`config.mk`:
```
export PLATFORM = sky130hd
export DESIGN_NAME = fir_block_collector
export DESIGN_NICKNAME = d
export VERILOG_FILES = /design/src/rtl/fir_block_collector.sv
export SDC_FILE = /design/constraint.sdc
export NUM_CORES = 1
export LEC_CHECK = 0
export CORE_ASPECT_RATIO = 0.5
export CORE_MARGIN = 4
export CORE_UTILIZATION = 51
export CTS_CLUSTER_SIZE = 25
export DETAILED_ROUTE_END_ITERATION = 10
export HOLD_SLACK_MARGIN = 0.15
export PLACE_DENSITY_LB_ADDON = 0.15
export SLEW_MARGIN = 20
export SYNTH_ARGS = -nofsm -noshare
export SYNTH_HDL_FRONTEND = slang
export SYNTH_SLANG_ARGS = --single-unit
```
`constraint.sdc`:
```
create_clock -name clk -period 20.1 [get_ports clk]
set_clock_uncertainty 0.1 [all_clocks]
set_input_delay 5.025 -clock clk [delete_from_list [all_inputs] [get_ports clk]]
set_output_delay 5.025 -clock clk [all_outputs]
set_load 0.02 [all_outputs]
```
`src/rtl/fir_block_collector.sv`:
```
// fir_block_collector: packs FIR samples into N-sample ping-pong blocks for the FFT stage,
// with a valid/ready block handshake, a frame-end tag and a sticky overflow flag.
module fir_block_collector #(
    parameter int DW    = 16,
    parameter int N     = 16,
    parameter int FRAME = 1024
) (
    input  logic            clk,
    input  logic            rst,
    input  logic [DW-1:0]   fir_d,
    input  logic            fir_valid,
    output logic [N*DW-1:0] blk_data,
    output logic            blk_valid,
    input  logic            blk_ready,
    output logic            blk_last,
    output logic            overflow
);
    localparam int AW = $clog2(N);
    localparam int FW = $clog2(FRAME);

    logic [DW-1:0] mem [2][N];
    logic [1:0]    full, last;
    logic          wb, rb, acc, wr;
    logic [AW-1:0] wptr;
    logic [FW-1:0] fcnt;

    assign acc       = blk_valid && blk_ready;
    // a full write bank can still take a sample in the cycle it is being released
    assign wr        = fir_valid && (!full[wb] || (acc && rb == wb));
    assign blk_valid = full[rb];
    assign blk_last  = full[rb] && last[rb];

    for (genvar k = 0; k < N; k++) begin : g_lane
        assign blk_data[k*DW +: DW] = mem[rb][k];
    end

    always_ff @(posedge clk or posedge rst) begin
        if (rst) begin
            for (int b = 0; b < 2; b++)
                for (int i = 0; i < N; i++)
                    mem[b][i] <= '0;
            full     <= '0;
            last     <= '0;
            wb       <= 1'b0;
            rb       <= 1'b0;
            wptr     <= '0;
            fcnt     <= '0;
            overflow <= 1'b0;
        end else begin
            if (acc) begin
                full[rb] <= 1'b0;
                rb       <= ~rb;
            end
            if (wr) begin
                mem[wb][wptr] <= fir_d;
                wptr          <= wptr + 1'b1;
                fcnt          <= (fcnt == FW'(FRAME - 1)) ? '0 : fcnt + 1'b1;
                if (wptr == AW'(N - 1)) begin
                    full[wb] <= 1'b1;
                    last[wb] <= (fcnt == FW'(FRAME - 1));
                    wb       <= ~wb;
                end
            end else if (fir_valid) begin
                overflow <= 1'b1;
            end
        end
    end
endmodule
```
==> key figures <==
Flow run
  – Number of max-cap violations: 0

CTS
  – CTS clock-pin slew for the worst setup and hold paths: ~60 ps
  – Worst skew pair latency: 560 ps
  – Post-CTS Hold Buffers: 0
  – # H-tree levels: 2
  – Clock buffer count from CTS: 48
  – Postcts setup bufs: 0
  – Root Driver: clkbuf_16
  – Clock sink count: ~530
  – Clk buf depth: 3
  – Post-cts resize count: 0
  – CTS tree: yes

Worst setup path
  – Crit path cell chain: buf_4 > mux2_2 > clkdlybuf4s50_1
  – Crit Path Category: flop to output port
  – Worst setup SP type: flop
  – CP top delay family: buffers and inverters
  – Crit. End Element: output port
  – Required time of the critical path: 14980 ps
  – CP max stage delay: around 840 ps
  – Critical Path Slowest Stage Cell: buf_4
  – Bufs and invs on worst path: 2
  – Worst-path maximum fanout: 69
  – Critical path arrival: 3250 ps

Timing
  – Maximum clock rate: 119 MHz
  – # setup viols final: 0
  – Tmin final: between 8000 and 9000 ps
  – Final Slew Violations: 0
  – Setup TNS: 0 ps
  – Slew @ Worst Pin: 1130 ps
  – Worst rel slew slack: 24.5%
  – Final hold vios: 0
  – RSZ-0062 raised after global routing: false
  – Fin crit share: roughly two fifths
  – Final worst setup slack: 11730 ps

GRT
  – Residual overflow from global routing: 0
  – Initial antenna violation count: 0
  – Vias in the first global route: about 15k
  – Total GRT Usage: between 20% and 30%
  – First-pass GRT wire length: about 89 mm
  – Largest net degree at the start of global routing: 195

Yosys
  – Mean Syn Cell Area: 15.5 um2
  – Synth Area in Compound Gates: less than 1%
  – Post-Synthesis Cells: 1540
  – Yosys cell types: 41
  – Leading area contributor after synthesis: dfrtp_1
  – Number of synthesized flops with an enable pin: 0
  – Synth top cells by count: mux2_2, dfrtp_1, mux2_4
  – Ys Warns: 0
  – Most frequent cell after synthesis: mux2_2
  – Largest family of logic cells by synthesized area: multiplexers
  – Synth area leaders: dfrtp_1, mux2_2, mux2_4
  – Count of state elements after synthesis: 533
  – Post-synthesis mux area share: 37.9%
  – Post-Synth Adder-Cell Area: 0.262%
  – Simple logic cell fraction of the synthesized area: 2.29%
  – Prevailing post-synth register cell: dfrtp_1
  – Mapped Area: 23900 um2
  – Register area share after synthesis: between 50% and 60%
  – Post-Synth XOR/XNOR Area: 0.293%
  – Synth top area share: 55.8%
  – Synthesized Nets: approximately 1.6k
  – Async set-reset flop share out of synthesis: 100%

Floorplan
  – Die Y: 161 um
  – Die footprint: approximately 51000 um2
  – Initial Util: about 52%
  – Top Ports: 279
  – Total core area: 45700 um2
  – Die width: 314 um
  – Row Count: 55

Route
  – Remaining DRCs: 0
  – Via Count: 13.3k
  – DRT iter0 DRCs: 654
  – Drt pass-1 iters: 4
  – Routed Antenna Nets: 0
  – DR vias/cell: 5.47
  – WL/cell: 23.3 um
  – Final WL: 56.6 mm

Layout
  – Area of the multi-input gates: slightly below 10000 um2
  – Fillers: 3432
  – Nets: 1787
  – Sequential cell area: 13300 um2
  – Synth-to-Final Area Change: 19.8%
  – N_diodes: 0
  – Non-Filler Instances: 2426
  – Proportion of layout cells with a drive suffix above 1: 49.4%

Pwr
  – Lkg Pwr: 0.0135 uW
  – Peak supply drop: approximately 0.069 mV
  – Pwr dens: 176 nW/um2

Place
  – DP HPWL: 36.9 mm
  – Dpl ws: 11820 ps
  – Gp weighted congestion: 0.766
  – Placed Cells: 2338
  – Port bufs: 278

Outcome
  – Status: completed

Min path
  – Worst min-delay path category: flop to flop
-- layer usage --
layer  track usage, %  part of all wire, %  up-vias
li1                 -                    -     5918
met5                0                    0        -
met4             4.57                  1.8        0
met2             39.7                   52      164
met3             3.19                  2.8       70
met1             29.9                   44     7125
-- report_power, final --
| group | internal [uW] | total, uW | switching [uW] | leakage (uW) |
|---|---|---|---|---|
| logic | 1270 | 2330 | 1060 | 0.00581 |
| clock network | 544 | 943 | 399 | 0.000791 |
| registers | 1520 | 1760 | 241 | 0.00692 |
-- final cells by class --
class	count	share of cell area, %
clock inverters	12	0.569
multi-input cells	876	34.6
flip-flops and latches	533	46.6
repair buffers	297	10.3
inverters	6	0.105
well taps	627	2.74
clock buffers	75	5.05
-- logic make-up after synthesis --
group / Yosys count
mux: 771
flops: 533
buf+inv: 131
simple gates: 71
compound gates: 21
xor+xnor: 8
fa+ha+maj: 5
-- sequential cells by signal, indices dropped and copies added (netlist names) --
register  flops
rb            1
last          2
wb            1
full          2
fcnt         10
overflow      1
wptr          4
mem         512
-- worst reg2reg max path: cells and delay by family, from the launching register on --
family	cells	cell delay (ps)
AOI/OAI and AO/OA	2	1140
buffers and inverters	1	720
DFF	1	740
muxes	1	440
and+or+nand+nor	1	1070
-- placed cells by master (no fill, tap or decap), types with 2 or more instances in the layout --
| master | count |
|---|---|
| mux2_2 | 661 |
| dfrtp_1 | 532 |
| clkdlybuf4s50_1 | 274 |
| mux2_4 | 100 |
| clkbuf_16 | 49 |
| clkbuf_1 | 14 |
| buf_4 | 13 |
| nand2_2 | 12 |
| nand2_1 | 12 |
| clkbuf_8 | 12 |
| and3_1 | 10 |
| nand3_4 | 10 |
| mux2_1 | 8 |
| xnor2_1 | 8 |
| clkinv_2 | 7 |
| inv_1 | 5 |
| nand4_1 | 5 |
| o21ai_0 | 5 |
| a21oi_1 | 5 |
| ha_1 | 5 |
| nand3_1 | 4 |
| bufinv_16 | 4 |
| buf_2 | 4 |
| buf_6 | 4 |
| and2_1 | 3 |
| nor2b_1 | 3 |
| o31ai_1 | 3 |
| or4_1 | 3 |
| nand3_2 | 2 |
| mux2i_1 | 2 |
| a21o_1 | 2 |
-- path summary, 6_finish.rpt --
| path | startpoint | endpoint | slack [ps] | cells past startpoint |
|---|---|---|---|---|
| max | rb | blk_data[68] | 11730 | 3 |
| min | overflow | overflow | 370 | 1 |
| max reg2reg | rb | mem[264] | 15770 | 5 |
| min in group asynchronous | rst | mem[454] | 4890 | 2 |
| max in group asynchronous | rst | mem[109] | 12670 | 5 |
| min reg2reg | overflow | overflow | 370 | 1 |
-- through the flow --
stage	utilization, %	total power (uW)	instance area, um2	hold WS [ps]
finish	62.6	5030	28600	373
global placement	59.0	4040	27000	346
CTS	62.6	5080	28600	377
floorplan	-	3190	23900	350
detailed placement	59.0	4130	27000	350
global route	62.6	5280	28600	407
Note: power is estimated with default switching activity, not from simulation.
